$ cat src/rtl/arith_pkg.sv
// Shared arithmetic-datapath types: multiplier FSM state and counter sizing.
package arith_pkg;

  typedef enum logic [1:0] {
    IDLE = 2'd0,
    RUN  = 2'd1,
    DONE = 2'd2
  } state_t;

  // Row counter only needs to reach WIDTH-1.
  function automatic int cnt_width(input int width);
    return (width < 2) ? 1 : $clog2(width);
  endfunction

endpackage

$ cat src/rtl/mult_row_adder.sv
// One partial-product row: acc_hi + (en ? m : 0) as a ripple of 1-bit full adders.
module mult_row_adder #(
  parameter int WIDTH = 4
) (
  input  logic [WIDTH-1:0] acc_hi,
  input  logic [WIDTH-1:0] m,
  input  logic             en,
  output logic [WIDTH:0]   sum
);

  logic [WIDTH-1:0] addend;
  logic [WIDTH:0]   carry;

  assign addend   = en ? m : '0;
  assign carry[0] = 1'b0;

  for (genvar i = 0; i < WIDTH; i++) begin : g_fa
    assign sum[i]     = acc_hi[i] ^ addend[i] ^ carry[i];
    assign carry[i+1] = (acc_hi[i] & addend[i]) | (carry[i] & (acc_hi[i] ^ addend[i]));
  end

  assign sum[WIDTH] = carry[WIDTH];

endmodule

$ cat src/rtl/seq_array_multiplier.sv
// Sequential unsigned shift-add multiplier: one partial-product row per clock
// through a shared row adder, valid/ready on both operand and product sides.
module seq_array_multiplier
  import arith_pkg::*;
#(
  parameter int WIDTH = 4
) (
  input  logic               clk,
  input  logic               rst_n,
  input  logic               in_valid,
  output logic               in_ready,
  input  logic [WIDTH-1:0]   min,
  input  logic [WIDTH-1:0]   qin,
  output logic               out_valid,
  input  logic               out_ready,
  output logic [2*WIDTH-1:0] p
);

  localparam int CW = cnt_width(WIDTH);

  state_t             state, state_nxt;
  logic [CW-1:0]      cnt;
  logic [WIDTH-1:0]   m_reg;
  logic [2*WIDTH-1:0] acc, acc_nxt;
  logic [WIDTH:0]     sum;
  logic               last_row;

  mult_row_adder #(.WIDTH(WIDTH)) u_row (
    .acc_hi (acc[2*WIDTH-1:WIDTH]),
    .m      (m_reg),
    .en     (acc[0]),
    .sum    (sum)
  );

  // Low half of acc starts as the multiplier and shifts out one bit per row
  // while product bits shift in from the top.
  assign acc_nxt  = {sum, acc[WIDTH-1:1]};
  assign last_row = (cnt == CW'(WIDTH - 1));

  always_comb begin
    state_nxt = state;
    case (state)
      IDLE:    if (in_valid)  state_nxt = RUN;
      RUN:     if (last_row)  state_nxt = DONE;
      DONE:    if (out_ready) state_nxt = IDLE;
      default:                state_nxt = IDLE;
    endcase
  end

  always_ff @(posedge clk) begin
    if (!rst_n) begin
      state <= IDLE;
      cnt   <= '0;
      m_reg <= '0;
      acc   <= '0;
      p     <= '0;
    end else begin
      state <= state_nxt;
      case (state)
        IDLE: if (in_valid) begin
          m_reg <= min;
          acc   <= {{WIDTH{1'b0}}, qin};
          cnt   <= '0;
        end
        RUN: begin
          acc <= acc_nxt;
          cnt <= cnt + CW'(1);
          if (last_row) p <= acc_nxt;
        end
        default: ;
      endcase
    end
  end

  assign in_ready  = (state == IDLE);
  assign out_valid = (state == DONE);

endmodule

$ cat config.mk
export PLATFORM = sky130hd
export DESIGN_NAME = seq_array_multiplier
export DESIGN_NICKNAME = d
export VERILOG_FILES = /design/src/rtl/arith_pkg.sv /design/src/rtl/mult_row_adder.sv /design/src/rtl/seq_array_multiplier.sv
export SDC_FILE = /design/constraint.sdc
export NUM_CORES = 1
export LEC_CHECK = 0
export CAP_MARGIN = 20
export CORE_MARGIN = 4
export CORE_UTILIZATION = 35
export CTS_BUF_LIST = sky130_fd_sc_hd__clkbuf_4 sky130_fd_sc_hd__clkbuf_8
export DETAILED_ROUTE_END_ITERATION = 8
export PLACE_DENSITY = 0.64
export SETUP_SLACK_MARGIN = 0.4
export SYNTH_ARGS = -nofsm -noshare
export SYNTH_HDL_FRONTEND = slang
export SYNTH_SLANG_ARGS = --single-unit
$ cat constraint.sdc
create_clock -name clk -period 5.9 [get_ports clk]
set_input_delay 1.77 -clock clk [delete_from_list [all_inputs] [get_ports clk]]
set_output_delay 1.77 -clock clk [all_outputs]
set_load 0.02 [all_outputs]
==> Flow_metrics.wiki, run 1 <==
{| class="wikitable"
! Metric !! Value
|-
| Type of the worst min-delay path || flop to flop
|-
| Clock tree from TritonCTS || yes
|-
| Routability-driven placement congestion ratio || 0.793
|-
| Floorplan row count || 19
|-
| Compound-gate portion of the synthesized area || 0.158
|-
| First-pass GRT wire length || 3.61 mm
|-
| X dimension of the die || 63.3 um
|-
| Leak pwr || 0.461 nW
|-
| Sequential share of the synthesized area || 0.450
|-
| Area of the core || 0.00283 mm2
|-
| Yosys warning total || 0
|-
| Type of destination of the critical path || output port
|-
| Wire length on met3 || 97 um
|-
| Number of filler instances in the final layout || 295
|-
| Syn nets || 133
|-
| Slowest cell on the critical path || dfxtp_1
|-
| Layout area overhead || 21.5%
|-
| Flip-flop and latch count after synthesis || 24
|-
| Maximum clock rate || 293 MHz
|-
| Post-detailed-route DRC marker count || 0
|-
| Max-capacitance violation count || 0
|-
| Overall track demand over capacity in global routing || 0.113
|-
| Slowest cell delay on critical path || 0.65 ns
|-
| Slew at the pin closest to its max-slew limit || 0.855 ns
|-
| Routed len/inst || 12.9 um
|-
| Met2 Routed Length || 1.01 mm
|-
| Xor/xnor share of the synthesized area || 0
|-
| Number of I/O pins || 22
|-
| Arrival time at the worst endpoint || 1.65 ns
|-
| Unrepaired setup endpoints after global routing || no
|-
| Final non-filler cell area || 0.00130 mm2
|-
| Number of hold buffers added after CTS || 0
|-
| Critical setup path kind || flop to output port
|-
| Multiplexer share of the synthesized area || 0.0468
|-
| Buffers inserted during post-CTS setup optimization || 0
|-
| Placed instance area || 0.00126 mm2
|-
| Drt initial violations || 18
|-
| Pin count of the biggest net entering global routing || 27
|-
| Rel. slew slack || 0.428
|-
| Number of unique standard cell types used by synthesis || 26
|-
| Average vias per placed instance || 5.10
|-
| Diode insertion count for antenna repair || 0
|-
| Fraction of the mapped netlist area in adder cells || 0.0796
|-
| Number of I/O port buffers || 21
|-
| Number of clock sinks || 24
|-
| Number of max-slew violations in the final report || 0
|-
| Routed met1 length || 1.00 mm
|-
| Top layer in use || met3
|-
| Count of final setup violators || 0
|-
| Vertical die dimension || 63.3 um
|-
| Root cell of the clock tree || clkbuf_4
|-
| Total power draw || 0.000291 W
|-
| Time the final worst path needs with I/O delays and setup || 3.42 ns
|-
| Number of detailed-route iterations in the first pass || 3
|-
| Outcome || finished, final reports clean
|-
| Maximum net fanout on the critical path || 11
|-
| Clock edge transition at the registers on the reported setup and hold paths || 0.13 ns
|-
| Max IR drop VDD || 145 uV
|-
| Nets || 151
|-
| Total overflow reported by the global router || 0
|-
| Resized Gates After CTS || 0
|-
| Most frequent standard cell in the layout excluding fill and tap cells || dfxtp_1
|-
| Area of the die || 0.00400 mm2
|-
| Number of global-route vias before repair || 800
|-
| Power density of the placed cells || 224 mW/mm2
|-
| Commonest cells after routing, fill and taps aside || dfxtp_1, clkdlybuf4s50_1, nand2_1
|-
| Skew-Pair Late Insertion Delay || 0.31 ns
|-
| Fraction of layout cells with a size suffix above 1 || 0.0526
|-
| Num CTS Buffers || 3
|-
| Fraction of the cycle the final worst path needs || 0.579
|-
| DR vias || 836
|-
| Crit path cell chain || nor2b_1 > clkdlybuf4s50_1
|-
| Worst slack on hold paths || 0.462 ns
|-
| Synthesized area divided by synthesized cell count || 9.21 um2
|-
| Clock Skews || 0.00818 ns
|-
| Routed WL || 2.11 mm
|-
| Cells after Synth || 116
|-
| Worst Path Required || 4.13 ns
|-
| Longest Clk Path Bufs || 2
|-
| Simple-gate share of the synthesized area || 0.190
|-
| DRT antenna net count || 0
|-
| CTS H-Tree Depth || 1
|-
| Initial antenna violation count || 0
|-
| Starting density of the core || 0.378
|-
| Combined area of all synthesized cells || 0.00107 mm2
|-
| Count of endpoints failing hold in the final timing report || 0
|-
| Largest family of logic cells by synthesized area || simple AND/OR/NAND/NOR gates
|-
| Dpl hpwl || 1.57 mm
|-
| Sum of negative setup slack || 0 ns
|-
| Category of the worst setup path launch point || flop
|}
## logic make-up after synthesis
group                    count (synthesis)
adder cells (fa/ha/maj)                  5
multiplexers                             5
AND/OR/NAND/NOR                         43
buffers and inverters                   15
flip-flops                              24
AO/OA/AOI/OAI                           24
## worst paths after layout
path / start / endpoint / slack [ns] / depth (start not counted)
worst max-delay path: state[0]$_SDFFE_PN0P_ / out_valid / 2.48 / 2
worst min-delay path: p[5]$_SDFFE_PN0P_ / p[5]$_SDFFE_PN0P_ / 0.46 / 2
worst max register to register: acc[0]$_SDFFE_PN0P_ / acc[6]$_SDFFE_PN0P_ / 3.67 / 9
worst min register to register: p[5]$_SDFFE_PN0P_ / p[5]$_SDFFE_PN0P_ / 0.46 / 2
## cell type report
class | count | area [um2] | share of cell area
Multi-Input combinational cell | 77 | 507 | 0.390
Sequential cell | 24 | 480 | 0.370
Timing Repair Buffer | 21 | 210 | 0.162
Tap cell | 31 | 38.8 | 0.0299
Clock buffer | 4 | 36.3 | 0.0279
Inverter | 7 | 26.3 | 0.0202
## synth_stat cells
cell type / instances / share of area
a211oi_1: 7 / 0.049
a211oi_2: 1 / 0.012
and2_1: 2 / 0.012
and3b_1: 1 / 0.0082
buf_1: 1 / 0.0035
buf_2: 2 / 0.0094
buf_6: 3 / 0.032
clkbuf_1: 2 / 0.0070
dfxtp_1: 24 / 0.45
fa_1: 3 / 0.056
ha_1: 2 / 0.023
inv_1: 7 / 0.025
mux2i_1: 5 / 0.047
nand2_1: 17 / 0.060
nand2b_1: 1 / 0.0059
nand3_1: 9 / 0.042
nor2_1: 8 / 0.028
nor2b_1: 3 / 0.018
nor3_1: 1 / 0.0047
nor3b_2: 1 / 0.012
o21a_1: 1 / 0.0070
o21ai_0: 4 / 0.019
o21ai_1: 5 / 0.023
o21ba_2: 1 / 0.0094
o22ai_1: 1 / 0.0059
o32ai_1: 4 / 0.033
## stage by stage
step / setup slack, ns / util / std cells
after detailed placement: 2.20 / 0.446 / 160
after floorplan: 3.36 / - / 116
final: 2.48 / 0.459 / 164
after global placement: 2.23 / 0.446 / 160
after CTS: 2.48 / 0.459 / 164
after global routing: 2.34 / 0.459 / 164
## worst max-delay path: cells and delay by family (launching register included)
family	cells	cell delay, ns
flops	1	0.65
simple gates	1	0.11
buf+inv	1	0.56
## routing by layer
layer  GRT usage  vias up
met4      0.0243        0
met3      0.0409        0
li1            -      430
met1       0.144      388
met2       0.183       18
met5           0        -
## power breakdown
group | internal, W | switching (W)
Sequential | 0.000168 | 0.00000591
Combinational | 0.0000155 | 0.0000149
Clock | 0.0000377 | 0.0000490
No activity file was read; power rests on OpenSTA's default activity.
==> run 2: changes to the inputs <==
Clock period 5.9 ns to 3.2 ns, I/O delays scaled along.
==> run 2 against run 1 <==
First-iteration DRC count rose by 33%; clock skew decreased by 0.0069 ns; wire length down 3.3%; hold slack got worse by 0.0032 ns; critical path depth is the same; sequential cell count is the same; clock power increased by 49%; utilization shrank 0.22 points; die area unchanged; largest power group unchanged.
==> Flow_metrics.wiki, run 2 (synthesis results as in run 1) <==
{| class="wikitable"
! Metric !! Value
|-
| Outcome || finished, final reports clean (unchanged)
|-
| Pin count of the biggest net entering global routing || 27 (unchanged)
|-
| Skew-Pair Late Insertion Delay || 0.30 ns (was 0.31 ns)
|-
| Category of the worst setup path launch point || flop (unchanged)
|-
| Number of filler instances in the final layout || 279 (was 295)
|-
| Sum of negative setup slack || 0 ns (unchanged)
|-
| Clock tree from TritonCTS || yes (unchanged)
|-
| Root cell of the clock tree || clkbuf_4 (unchanged)
|-
| Arrival time at the worst endpoint || 1.62 ns (was 1.65 ns)
|-
| DRT antenna net count || 0 (unchanged)
|-
| Rel. slew slack || 0.587 (was 0.428)
|-
| Num CTS Buffers || 3 (unchanged)
|-
| DR vias || 827 (was 836)
|-
| Critical setup path kind || flop to output port (unchanged)
|-
| Reg2Reg Launch Point || acc[0]$_SDFFE_PN0P_ (unchanged)
|-
| Dpl hpwl || 1.53 mm (was 1.57 mm)
|-
| Total overflow reported by the global router || 0 (unchanged)
|-
| Worst R2R Setup Slack || 0.99 ns (was 3.67 ns)
|-
| Number of clock sinks || 24 (unchanged)
|-
| Type of the worst min-delay path || flop to flop (unchanged)
|-
| Number of hold buffers added after CTS || 0 (unchanged)
|-
| Max IR drop VDD || 265 uV (was 145 uV)
|-
| Worst Path Required || 2.24 ns (was 4.13 ns)
|-
| Unrepaired setup endpoints after global routing || no (unchanged)
|-
| Average vias per placed instance || 5.04 (was 5.10)
|-
| Endpoint of the most critical register-to-register path || acc[6]$_SDFFE_PN0P_ (unchanged)
|-
| Drt initial violations || 24 (was 18)
|-
| Slowest cell on the critical path || dfxtp_1 (unchanged)
|-
| Area of the core || 0.00283 mm2 (unchanged)
|-
| Fraction of the cycle the final worst path needs || 0.807
|-
| Post-detailed-route DRC marker count || 0 (unchanged)
|-
| Slowest cell delay on critical path || 0.64 ns (was 0.65 ns)
|-
| Number of max-slew violations in the final report || 0 (unchanged)
|-
| Longest Clk Path Bufs || 2 (unchanged)
|-
| Routability-driven placement congestion ratio || 0.805 (was 0.793)
|-
| Buffers inserted during post-CTS setup optimization || 0 (unchanged)
|-
| Crit path cell chain || nor2b_1 > clkdlybuf4s50_1 (unchanged)
|-
| Leak pwr || 0.458 nW (was 0.461 nW)
|-
| Start point of the critical path || state[0]$_SDFFE_PN0P_ (unchanged)
|-
| Power density of the placed cells || 392 mW/mm2 (was 224 mW/mm2)
|-
| Routed WL || 2.04 mm (was 2.11 mm)
|-
| Type of destination of the critical path || output port (unchanged)
|-
| Fraction of layout cells with a size suffix above 1 || 0.0526 (unchanged)
|-
| Starting density of the core || 0.378 (unchanged)
|-
| Floorplan row count || 19 (unchanged)
|-
| Worst reg-to-reg path cell count || 9 (unchanged)
|-
| Buffer and inverter count on the worst path || 1 (unchanged)
|-
| Total number of cells along the worst setup path || 2 (unchanged)
|-
| Commonest cells after routing, fill and taps aside || dfxtp_1, clkdlybuf4s50_1, nand2_1 (unchanged)
|-
| Initial antenna violation count || 0 (unchanged)
|-
| Count of endpoints failing hold in the final timing report || 0 (unchanged)
|-
| Clock edge transition at the registers on the reported setup and hold paths || 0.12 ns (was 0.13 ns)
|-
| Number of detailed-route iterations in the first pass || 3 (unchanged)
|-
| Layout area overhead || 21.0% (was 21.5%)
|-
| First-pass GRT wire length || 3.48 mm (was 3.61 mm)
|-
| Resized Gates After CTS || 0 (unchanged)
|-
| Overall track demand over capacity in global routing || 0.107 (was 0.113)
|-
| Routed len/inst || 12.4 um (was 12.9 um)
|-
| Nets || 152 (was 151)
|-
| Top cell family by delay on the critical path || flip-flops (unchanged)
|-
| Most frequent standard cell in the layout excluding fill and tap cells || dfxtp_1 (unchanged)
|-
| Area of the die || 0.00400 mm2 (unchanged)
|-
| Clock Skews || 0.00123 ns (was 0.00818 ns)
|-
| Diode insertion count for antenna repair || 0 (unchanged)
|-
| Critical path endpoint || out_valid (unchanged)
|-
| X dimension of the die || 63.3 um (unchanged)
|-
| Max-capacitance violation count || 0 (unchanged)
|-
| Count of final setup violators || 0 (unchanged)
|-
| Slew at the pin closest to its max-slew limit || 0.619 ns (was 0.855 ns)
|-
| Number of global-route vias before repair || 818 (was 800)
|-
| CTS H-Tree Depth || 1 (unchanged)
|-
| Time the final worst path needs with I/O delays and setup || 2.58 ns
|-
| Number of I/O pins || 22 (unchanged)
|-
| Vertical die dimension || 63.3 um (unchanged)
|-
| Maximum net fanout on the critical path || 11 (unchanged)
|-
| Maximum clock rate || 387 MHz
|-
| Number of I/O port buffers || 21 (unchanged)
|-
| Worst slack on hold paths || 0.459 ns (was 0.462 ns)
|}
[run 2: changes by cell type in the layout (fill, tap and decap cells not counted), sizes merged]
cell and change:
clkbuf -1, buf +1
[run 2: stage by stage]
| stage | worst slack [ns] | util | total power [W] | instance area, um2 | instances |
|---|---|---|---|---|---|
| after floorplan | 1.19 | - | 0.000363 | 1070 | 116 |
| after global placement | 0.892 | 0.449 | 0.000383 | 1270 | 161 |
| after detailed placement | 0.842 | 0.449 | 0.000385 | 1270 | 161 |
| after CTS | 0.598 | 0.457 | 0.000512 | 1290 | 164 |
| after global routing | 0.512 | 0.457 | 0.000531 | 1290 | 164 |
| final | 0.618 | 0.457 | 0.000506 | 1290 | 164 |
[run 2: layer usage]
metal	routed length, um	vias up	share of wire	global-route usage
met5	0	-	0	0
li1	-	431	-	-
met4	0	0	0	0.0162
met1	1020	379	0.50	0.133
met2	935	17	0.46	0.181
met3	81	0	0.040	0.0373
[run 2: final cells by class]
| cell class | instances | area [um2] | share of cell area |
|---|---|---|---|
| Inverter | 7 | 26.3 | 0.0203 |
| Timing Repair Buffer | 22 | 218 | 0.168 |
| Tap cell | 31 | 38.8 | 0.0300 |
| Clock buffer | 3 | 22.5 | 0.0174 |
| Multi-Input combinational cell | 77 | 507 | 0.392 |
| Sequential cell | 24 | 480 | 0.372 |
[run 2: worst register-to-register path, stage by stage (launching register included)]
cell and delay (ns):
dfxtp_1 0.43, and2_1 0.15, ha_1 0.13, inv_1 0.05, fa_1 0.36, inv_1 0.08
fa_1 0.16, inv_1 0.06, fa_1 0.46, o32ai_1 0.27
[run 2: worst min-delay path by stage]
stage / cells after the start / start / slack (ns) / endpoint
finish: 2 / p[5]$_SDFFE_PN0P_ / 0.46 / p[5]$_SDFFE_PN0P_
global route: 2 / m_reg[0]$_SDFFE_PN0P_ / 0.49 / m_reg[0]$_SDFFE_PN0P_
CTS: 2 / p[5]$_SDFFE_PN0P_ / 0.46 / p[5]$_SDFFE_PN0P_
detailed placement: 2 / p[5]$_SDFFE_PN0P_ / 0.44 / p[5]$_SDFFE_PN0P_
global placement: 2 / p[2]$_SDFFE_PN0P_ / 0.44 / p[2]$_SDFFE_PN0P_
floorplan: 2 / m_reg[0]$_SDFFE_PN0P_ / 0.43 / m_reg[0]$_SDFFE_PN0P_
[run 2: where the power goes]
part           leakage [nW]  switching, W  internal (W)
logic                 0.249     0.0000269     0.0000293
clock network        0.0138     0.0000854     0.0000439
registers             0.196     0.0000112      0.000310
